$ cat config.mk
export PLATFORM = sky130hd
export DESIGN_NAME = sigma_delta_decimator
export DESIGN_NICKNAME = d
export VERILOG_FILES = /design/src/rtl/sigma_delta_pkg.sv /design/src/rtl/sd_mod_ch.sv /design/src/rtl/sigma_delta_decimator.sv
export SDC_FILE = /design/constraint.sdc
export NUM_CORES = 1
export LEC_CHECK = 0
export ABC_AREA = 0
export CAP_MARGIN = 10
export CORE_MARGIN = 5
export CORE_UTILIZATION = 55
export DETAILED_ROUTE_END_ITERATION = 8
export PLACE_DENSITY = 0.88
export SYNTH_ARGS = -nofsm -noshare
export SYNTH_HDL_FRONTEND = slang
export SYNTH_HIERARCHICAL = 1
export SYNTH_SLANG_ARGS = --single-unit
$ cat constraint.sdc
create_clock -name clk -period 4.45 [get_ports clk]
set_clock_uncertainty 0.2 [all_clocks]
set_input_delay 0.89 -clock clk [delete_from_list [all_inputs] [get_ports clk]]
set_output_delay 0.89 -clock clk [all_outputs]
set_load 0.005 [all_outputs]
$ cat src/rtl/sigma_delta_pkg.sv
// rtl/sigma_delta_pkg.sv - shared helpers for the sigma-delta decimator
package sigma_delta_pkg;

   // Integrator guard bits above the input width, and the smallest usable OSR
   localparam int INTEG_GUARD = 2;
   localparam int OSR_MIN     = 2;

   // Integrator width for a given input width
   function automatic int integ_width(input int data_w);
      return data_w + INTEG_GUARD;
   endfunction

   // Bit position of the feedback magnitude, i.e. |fb| = 2^fb_bit
   function automatic int fb_bit(input int data_w);
      return data_w - 1;
   endfunction

   // Ratios below 2 cannot form a frame, so they are raised to 2
   function automatic int unsigned clamp_osr(input int unsigned osr);
      return (osr < OSR_MIN) ? OSR_MIN : osr;
   endfunction

endpackage

$ cat src/rtl/sd_mod_ch.sv
// rtl/sd_mod_ch.sv - one first-order modulator channel with sinc1 ones counter
module sd_mod_ch
   import sigma_delta_pkg::*;
#(
   parameter int DATA_W = 24,
   parameter int OSR_W  = 8
)(
   input  logic              clk,
   input  logic              reset,
   input  logic              en,
   input  logic              frame_start,
   input  logic              frame_end,
   input  logic [DATA_W-1:0] analog_in,
   output logic              bitstream,
   output logic [OSR_W-1:0]  sample_out
);

   localparam int INTEG_W = integ_width(DATA_W);
   localparam int SUM_W   = INTEG_W + 1;

   localparam logic [SUM_W-1:0]   FB_POS    = SUM_W'(1) << fb_bit(DATA_W);
   localparam logic [SUM_W-1:0]   FB_NEG    = ~FB_POS + SUM_W'(1);
   localparam logic [INTEG_W-1:0] INTEG_MAX = {1'b0, {(INTEG_W-1){1'b1}}};
   localparam logic [INTEG_W-1:0] INTEG_MIN = {1'b1, {(INTEG_W-1){1'b0}}};

   logic [INTEG_W-1:0] integ;
   logic [INTEG_W-1:0] integ_next;
   logic [SUM_W-1:0]   sum;
   logic [SUM_W-1:0]   fb;
   logic [OSR_W-1:0]   ones;
   logic [OSR_W-1:0]   ones_next;

   // Decision from the stored integrator, then saturating integrator update
   always_comb begin
      bitstream = ~integ[INTEG_W-1];
      fb        = bitstream ? FB_POS : FB_NEG;
      sum       = {integ[INTEG_W-1], integ}
                + {{(SUM_W-DATA_W){analog_in[DATA_W-1]}}, analog_in}
                - fb;
      if (sum[SUM_W-1] != sum[SUM_W-2]) begin
         integ_next = sum[SUM_W-1] ? INTEG_MIN : INTEG_MAX;
      end else begin
         integ_next = sum[INTEG_W-1:0];
      end
      // A new frame counts from scratch regardless of any leftover count
      ones_next = (frame_start ? '0 : ones) + OSR_W'(bitstream);
   end

   // Integrator, running ones count and the completed-frame sample register
   always_ff @(posedge clk) begin
      if (reset) begin
         integ      <= '0;
         ones       <= '0;
         sample_out <= '0;
      end else if (en) begin
         integ <= integ_next;
         if (frame_end) begin
            sample_out <= ones_next;
            ones       <= '0;
         end else begin
            ones <= ones_next;
         end
      end
   end

endmodule

$ cat src/rtl/sigma_delta_decimator.sv
// rtl/sigma_delta_decimator.sv - multi-channel sigma-delta modulator with boxcar decimator
module sigma_delta_decimator
   import sigma_delta_pkg::*;
#(
   parameter int DATA_W = 24,
   parameter int CH     = 2,
   parameter int OSR_W  = 8
)(
   input  logic                  clk,
   input  logic                  reset,
   input  logic                  en,
   input  logic [OSR_W-1:0]      osr_cfg,
   input  logic [CH*DATA_W-1:0]  analog_in,
   output logic [CH-1:0]         bitstream,
   output logic [CH*OSR_W-1:0]   sample_out,
   output logic                  sample_valid,
   input  logic                  sample_ready,
   output logic                  overrun,
   input  logic                  overrun_clr
);

   logic [OSR_W-1:0] fcnt;
   logic [OSR_W-1:0] osr_act;
   logic             frame_start;
   logic             frame_end;
   logic             accept;

   // Frame boundaries; osr_act is never below 2 so start and end never coincide
   always_comb begin
      frame_start = en && (fcnt == '0);
      frame_end   = en && (fcnt == osr_act - OSR_W'(1));
      accept      = sample_valid && sample_ready;
   end

   // Frame counter; the ratio is captured only at frame start
   always_ff @(posedge clk) begin
      if (reset) begin
         fcnt    <= '0;
         osr_act <= OSR_W'(OSR_MIN);
      end else if (en) begin
         if (frame_start) begin
            osr_act <= OSR_W'(clamp_osr(32'(osr_cfg)));
         end
         fcnt <= frame_end ? '0 : fcnt + OSR_W'(1);
      end
   end

   // Output handshake and sticky overrun; a new frame beats both accept and clear
   always_ff @(posedge clk) begin
      if (reset) begin
         sample_valid <= 1'b0;
         overrun      <= 1'b0;
      end else begin
         if (frame_end) begin
            sample_valid <= 1'b1;
         end else if (accept) begin
            sample_valid <= 1'b0;
         end
         if (frame_end && sample_valid && !sample_ready) begin
            overrun <= 1'b1;
         end else if (overrun_clr) begin
            overrun <= 1'b0;
         end
      end
   end

   for (genvar c = 0; c < CH; c++) begin : g_ch
      sd_mod_ch #(
         .DATA_W (DATA_W),
         .OSR_W  (OSR_W)
      ) u_ch (
         .clk         (clk),
         .reset       (reset),
         .en          (en),
         .frame_start (frame_start),
         .frame_end   (frame_end),
         .analog_in   (analog_in[c*DATA_W +: DATA_W]),
         .bitstream   (bitstream[c]),
         .sample_out  (sample_out[c*OSR_W +: OSR_W])
      );
   end

endmodule

==> metrics.txt, run 1 <==
number of enable-type register cells in the synthesized netlist 0; number of levels in the clock H-tree 3; Gate power share 76.6%; Cell Area, Synth 9170 µm²; met3 Use GR 2.83%; data arrival time of the critical path 4.25 ns; Max FO, Critical Path 13; layer carrying the most global-route usage met2; internal power around 4.7 mW; first-pass GRT wire length 34700 µm; number of antenna violations at the first check in global routing 1; Final Net Count about 1400; hold-fix buffer count after cts 0; DRC errors left 0; half-perimeter wire length after detailed placement approximately 15000 µm; final hold viol count 0; number of instances in the synthesized netlist 1166; sequential share of the synthesized area around 22%; WL per Instance about 14 µm; Starting Density 55.7%; wire length reported by the detailed router a little over 20000 µm; signed area change from the synthesized netlist to the final layout 15.0%; worst min-delay path category reg2reg; placer congestion estimate 0.873; number of iterations in the first detailed-routing pass 5; Total Power Consumption 8.84 mW; largest net degree at the start of global routing 76; clock buffer count from CTS 9; result of the run finished, final reports clean; type of the worst setup path in2reg; clock sink total 102; sum of negative setup slack 0 ns; number of top-level pins 81; synthesis warning total 6; fill cell instance count of the final layout 1348; Worst slew margin 36.9%; number of standard cells in the layout, taps in and fillers out 1465; most frequent cells in the layout 202 x sky130_fd_sc_hd__inv_1, 124 x sky130_fd_sc_hd__nor2_1, 109 x sky130_fd_sc_hd__ha_1; post-synthesis area per instance 7.87 µm²; width of the die roughly 140 µm; proportion of layout cells with a drive suffix above 1 12.6%; required time reported for the critical path endpoint around 4.5 ns; Clock transition at path regs 0.08 ns; Reg power frac around 14%; leakage dissipation 4.67 nW; number of global-route vias before repair between 8000 and 9000; most frequently used flop master after synthesis sky130_fd_sc_hd__dfxtp_1; met2 usage 38.9%; maximum achievable frequency roughly 240 MHz; ANT nets after route 0; Slew Viols, Final 0; core utilization of the finished layout 64.1%; sum of overflow across all layers after global routing 0; net switching power 4.14 mW; total nets after synthesis 1338; quantity of I/O buffers inserted on ports 80; number of flip-flops and latches in the synthesized netlist approximately 100; min Tclk post-route 4.19 ns; number of different library cells in the post-synthesis netlist 80; total area of sequential cells 2040 µm²; Pwr Density 837 nW/µm²; most common cell after layout, fill and taps aside sky130_fd_sc_hd__inv_1; category of the worst setup path launch point input pin; highest ir drop seen on vdd roughly 0.75 mV; Finish-stage setup viols 0; clock root buffer sky130_fd_sc_hd__clkbuf_16; Tcrit/Tclk final 94.1%; area of the multi-input gates 6170 µm²; iteration-0 DRC count of the detailed router 519; per-cell via count in the routed design 5.58; switching part of the total 46.9%; CTS tree built; GRT met1 Usage 23.6%; critical path endpoint category register; Inst Count DP approximately 1400; share of flip-flops with an asynchronous set or reset after synthesis 0%; aggregate global-route resource usage 20.7%; vias after detailed routing 8174; placeable core region 16500 µm²; number of cell rows 47; worst slack on hold paths 0.256 ns; worst-margin pin slew around 0.95 ns; chip height roughly 140 µm; DIE AREA 19400 µm²; Clk Latency, worst-skew pair 0.37 ns; # Max-Cap Violations 0; fraction of power consumed by the clock network under 10%; Clock Tree Buf Depth 2
==> registers in the layout, indices dropped and copies added, names as in the netlist <==
register and flops:
osr_act 8, g_ch.u_ch/sample_out 16, sample_valid 1, fcnt 8, overrun 1, g_ch.u_ch/integ 52, g_ch.u_ch/ones 16
==> final timing paths <==
| check | slack [ns] | from | end | cells after the start |
|---|---|---|---|---|
| worst max-delay path | 0.26 | analog_in[36] | g_ch[1].u_ch/integ[15]$_SDFFE_PP0P_ | 14 |
| worst min-delay path | 0.26 | g_ch[1].u_ch/sample_out[3]$_SDFFE_PP0P_ | g_ch[1].u_ch/sample_out[3]$_SDFFE_PP0P_ | 2 |
| worst max register to register | 0.87 | g_ch[1].u_ch/integ[12]$_SDFFE_PP0P_ | g_ch[1].u_ch/integ[15]$_SDFFE_PP0P_ | 13 |
| worst min register to register | 0.26 | g_ch[1].u_ch/sample_out[3]$_SDFFE_PP0P_ | g_ch[1].u_ch/sample_out[3]$_SDFFE_PP0P_ | 2 |
==> power by group through the flow <==
| stage | Combinational (mW) | Clock (mW) | Sequential (mW) |
|---|---|---|---|
| finish | 6.77 | 0.820 | 1.24 |
| global route | 7.47 | 0.874 | 1.27 |
| CTS | 6.67 | 0.836 | 1.24 |
| detailed placement | 6.61 | 0 | 1.26 |
| global placement | 6.38 | 0 | 1.25 |
| floorplan | 5.51 | 0 | 1.23 |
==> area by class of cell <==
class / count / area share (%)
Timing Repair Buffer: 105 / 9.44
Antenna cell: 1 / 0.0237
Multi-Input combinational cell: 817 / 58.5
Sequential cell: 102 / 19.4
Inverter: 204 / 7.26
Tap cell: 220 / 2.61
Clock buffer: 10 / 2.26
Clock inverter: 6 / 0.605
==> worst max-delay path: stages <==
cell and delay, ns:
sky130_fd_sc_hd__clkdlybuf4s50_1 0.45, sky130_fd_sc_hd__inv_1 0.04, sky130_fd_sc_hd__ha_1 0.26, sky130_fd_sc_hd__inv_1 0.04
sky130_fd_sc_hd__ha_1 0.36, sky130_fd_sc_hd__and3_2 0.24, sky130_fd_sc_hd__nor2b_1 0.15, sky130_fd_sc_hd__a21oi_1 0.27
sky130_fd_sc_hd__nand2_2 0.13, sky130_fd_sc_hd__a221oi_4 0.30, sky130_fd_sc_hd__o21ai_4 0.16, sky130_fd_sc_hd__xnor2_4 0.29
sky130_fd_sc_hd__maj3_1 0.40, sky130_fd_sc_hd__a211oi_1 0.28
==> cells in the mapped netlist, types with 8 or more instances <==
master                     instances  area [µm²]
sky130_fd_sc_hd__inv_1           202         758
sky130_fd_sc_hd__nor2_1          124         465
sky130_fd_sc_hd__ha_1            109        1360
sky130_fd_sc_hd__dfxtp_1         102        2040
sky130_fd_sc_hd__a21oi_1          78         390
sky130_fd_sc_hd__nand2_1          75         282
sky130_fd_sc_hd__xor2_1           43         377
sky130_fd_sc_hd__a211oi_2         40         500
sky130_fd_sc_hd__maj3_2           39         439
sky130_fd_sc_hd__nand3_1          32         160
sky130_fd_sc_hd__clkbuf_1         31         116
sky130_fd_sc_hd__xnor2_1          25         219
sky130_fd_sc_hd__o21ai_0          23         115
sky130_fd_sc_hd__nand2b_1         20         125
sky130_fd_sc_hd__nor2b_1          15        93.8
sky130_fd_sc_hd__nor3_1           15        75.1
sky130_fd_sc_hd__a211oi_1         14         105
sky130_fd_sc_hd__a21o_1           13        97.6
sky130_fd_sc_hd__a22oi_1          11        82.6
sky130_fd_sc_hd__and3_1           10        62.6
sky130_fd_sc_hd__maj3_1           10         100
sky130_fd_sc_hd__o211ai_1          8        60.1
==> kinds of logic (layout without fill, tap and decap cells) <==
group	after synthesis	after routing	synth area share (%)
compound gates	240	240	20.2
xor+xnor	71	72	7.15
fa+ha+maj	160	160	21.2
buf+inv	248	325	10.8
flops	102	102	22.3
mux	6	6	0.682
other cells	0	1	0
simple gates	339	339	17.7
==> stage by stage <==
stage / worst slack, ns / cell area (µm²)
2_1_floorplan: 0.590 / 9170
5_1_grt: -0.00861 / 10600
3_3_place_gp: -0.165 / 10200
3_5_place_dp: -0.222 / 10200
6_report: 0.264 / 10600
4_1_cts: 0.154 / 10500
==> timing repair <==
action	CTS	global route
setup endpoints to repair	0	25
setup buffers	0	0
resized for setup	0	1
==> routing by layer <==
layer	up-vias	share of wire, %
met5	-	0
met4	0	2.1
met3	30	3.8
met2	186	52
met1	3872	43
li1	4086	-
Note: power is estimated with default switching activity, not from simulation.
==> run 2, diff against run 1 <==
- ABC_AREA: 0 -> unset
- GPL_TIMING_DRIVEN: unset -> 0
==> run 2 against run 1 <==
  * Fmax fell by 1.7%
  * Final cell count up 1.0%
  * Final area grew 0.30%
  * Clock power is 0.5% higher
  * Hold slack improved by 0.00071 ns
  * Flip-flop and latch count unchanged
  * Global-route usage increased by 0.73 points
  * First-iteration DRC count shrank 21%
  * Critical path type unchanged
  * Critical endpoint is now g_ch[0].u_ch/integ[7]$_SDFFE_PP0P_
  * Largest cell class unchanged
==> metrics.txt, run 2 (same netlist as run 1, synthesis figures left out) <==
hold-fix buffer count after cts 0; core utilization of the finished layout 64.3%; Largest Register g_ch.u_ch/integ; signed area change from the synthesized netlist to the final layout 15.4%; Max FO, Critical Path 10; kind of cell adding the most delay to the critical path compound AO/OA/AOI/OAI gates; ANT nets after route 0; type of the worst setup path in2reg; CTS tree built; result of the run finished, final reports clean; number of iterations in the first detailed-routing pass 5; quantity of I/O buffers inserted on ports 79; proportion of layout cells with a drive suffix above 1 11.5%; WL per Instance 14.1 µm; Pwr Density 840 nW/µm²; clock root buffer sky130_fd_sc_hd__clkbuf_16; Inst Count DP 1465; number of top-level pins between 80 and 90; Worst slew margin 48.8%; Tcrit/Tclk final 95.7%; number of cell rows 47; most frequent cells in the layout 202 x sky130_fd_sc_hd__inv_1, 124 x sky130_fd_sc_hd__nor2_1, 107 x sky130_fd_sc_hd__ha_1; Clock transition at path regs around 0.07 ns; min Tclk post-route roughly 4.3 ns; largest net degree at the start of global routing 23; aggregate global-route resource usage 21.4%; highest ir drop seen on vdd 0.671 mV; placer congestion estimate 0.900; wire length reported by the detailed router 20900 µm; most common cell after layout, fill and taps aside sky130_fd_sc_hd__inv_1; critical path endpoint category register; Clock Tree Buf Depth 2; Clk Latency, worst-skew pair 0.36 ns; DIE AREA 19400 µm²; worst-margin pin slew 0.757 ns; Finish-stage setup viols 0; required time reported for the critical path endpoint 4.52 ns; master of the slowest instance on the critical path sky130_fd_sc_hd__clkdlybuf4s50_1; DRC errors left 0; clock sink total slightly above 100; half-perimeter wire length after detailed placement 16100 µm; Top Registers g_ch.u_ch/integ x52, g_ch.u_ch/ones x16, g_ch.u_ch/sample_out x16; Starting Density 55.7%; Slew Viols, Final 0; total inserted antenna cells 0; iteration-0 DRC count of the detailed router 411; Max stage delay on crit path 0.46 ns; number of global-route vias before repair 8028; chip height 139 µm; number of levels in the clock H-tree 3; number of standard cells in the layout, taps in and fillers out between 1000 and 1500; clock buffer count from CTS 9; Critical Path, Cell by Cell clkdlybuf4s50_1, inv_1, ha_1, inv_1, ha_2, a2111oi_4, o21ai_1, nand2_1, o21ai_1, nand3_1, nand3_1, a32o_1, buf_2, buf_2, maj3_2, a211oi_2; vias after detailed routing 8164; per-cell via count in the routed design 5.52; leakage dissipation 4.64 nW; first-pass GRT wire length approximately 36000 µm; Final Net Count 1427; final hold viol count 0; # Max-Cap Violations 0; data arrival time of the critical path 4.33 ns; max reg flops 52; number of antenna violations at the first check in global routing 0; worst min-delay path category reg2reg; sum of overflow across all layers after global routing 0; Buffers & Inverters on Critical Path 5; width of the die 139 µm; unrepaired setup endpoints after global routing no; placeable core region ~16000 µm²; category of the worst setup path launch point input pin; maximum achievable frequency 235 MHz
run 2: repair_timing:
action,in CTS,in global routing
buffers inserted,0,0
endpoints found under the hold margin,0,0
setup endpoints to repair,12,25
resized for setup,2,6
run 2: metrics by stage:
| stage | TNS, ns | instance area, µm² | hold WS (ns) | setup slack [ns] | total power [mW] |
|---|---|---|---|---|---|
| finish | 0 | 10600 | 0.257 | 0.192 | 8.89 |
| global route | 0 | 10600 | 0.284 | 0.00921 | 9.64 |
| CTS | 0 | 10500 | 0.259 | 0.0339 | 8.81 |
| detailed placement | -7.85 | 10200 | 0.249 | -0.391 | 7.91 |
| global placement | -5.82 | 10200 | 0.244 | -0.292 | 7.67 |
| floorplan | 0 | 9170 | 0.249 | 0.590 | 6.74 |
run 2: final cells by class:
class	count	area, µm²
inverter	204	766
sequential	102	2040
timing repair buffer	79	793
buffer	43	221
clock buffer	10	229
tap	220	275
clock inverter	6	75.1
multi-input combinational	816	6180
fill	1408	5880
run 2: worst register-to-register path: stages, from the launching register on:
cell	delay [ns]
sky130_fd_sc_hd__dfxtp_1	0.34
sky130_fd_sc_hd__inv_1	0.05
sky130_fd_sc_hd__ha_1	0.26
sky130_fd_sc_hd__inv_1	0.06
sky130_fd_sc_hd__ha_2	0.32
sky130_fd_sc_hd__a2111oi_4	0.40
sky130_fd_sc_hd__o21ai_1	0.13
sky130_fd_sc_hd__nand2_1	0.15
sky130_fd_sc_hd__o21ai_1	0.16
sky130_fd_sc_hd__nand3_1	0.14
sky130_fd_sc_hd__nand3_1	0.09
sky130_fd_sc_hd__a32o_1	0.21
sky130_fd_sc_hd__buf_2	0.18
sky130_fd_sc_hd__buf_2	0.23
sky130_fd_sc_hd__maj3_2	0.35
sky130_fd_sc_hd__a211oi_2	0.22
run 2: worst paths after layout:
check / slack [ns] / cells after the start / startpoint / endpoint
setup / recovery: 0.19 / 16 / analog_in[6] / g_ch[0].u_ch/integ[7]$_SDFFE_PP0P_
hold / removal: 0.26 / 2 / g_ch[0].u_ch/sample_out[5]$_SDFFE_PP0P_ / g_ch[0].u_ch/sample_out[5]$_SDFFE_PP0P_
setup reg to reg: 0.87 / 15 / g_ch[0].u_ch/integ[6]$_SDFFE_PP0P_ / g_ch[0].u_ch/integ[7]$_SDFFE_PP0P_
hold reg to reg: 0.26 / 2 / g_ch[0].u_ch/sample_out[5]$_SDFFE_PP0P_ / g_ch[0].u_ch/sample_out[5]$_SDFFE_PP0P_
run 2: layer usage:
| metal | vias to the layer above | part of all wire, % | global-route usage (%) |
|---|---|---|---|
| met1 | 3778 | 42 | 25.6 |
| met5 | - | 0 | 0 |
| met2 | 233 | 51 | 38.3 |
| met3 | 43 | 4.9 | 3.93 |
| met4 | 0 | 2.2 | 7.67 |
| li1 | 4110 | - | - |
run 2: where the power goes:
| part | leakage [nW] | internal [mW] | switching (mW) | total [mW] |
|---|---|---|---|---|
| Sequential | 0.838 | 1.13 | 0.121 | 1.25 |
| Combinational | 3.66 | 3.17 | 3.65 | 6.82 |
| Clock | 0.146 | 0.447 | 0.377 | 0.824 |
| Total | 4.64 | 4.74 | 4.15 | 8.89 |
==> run 3, diff against run 2 <==
- TNS_END_PERCENT: unset -> 100
==> results of run 3 <==
Final layout, timing and power as in run 2 (identical DEF).
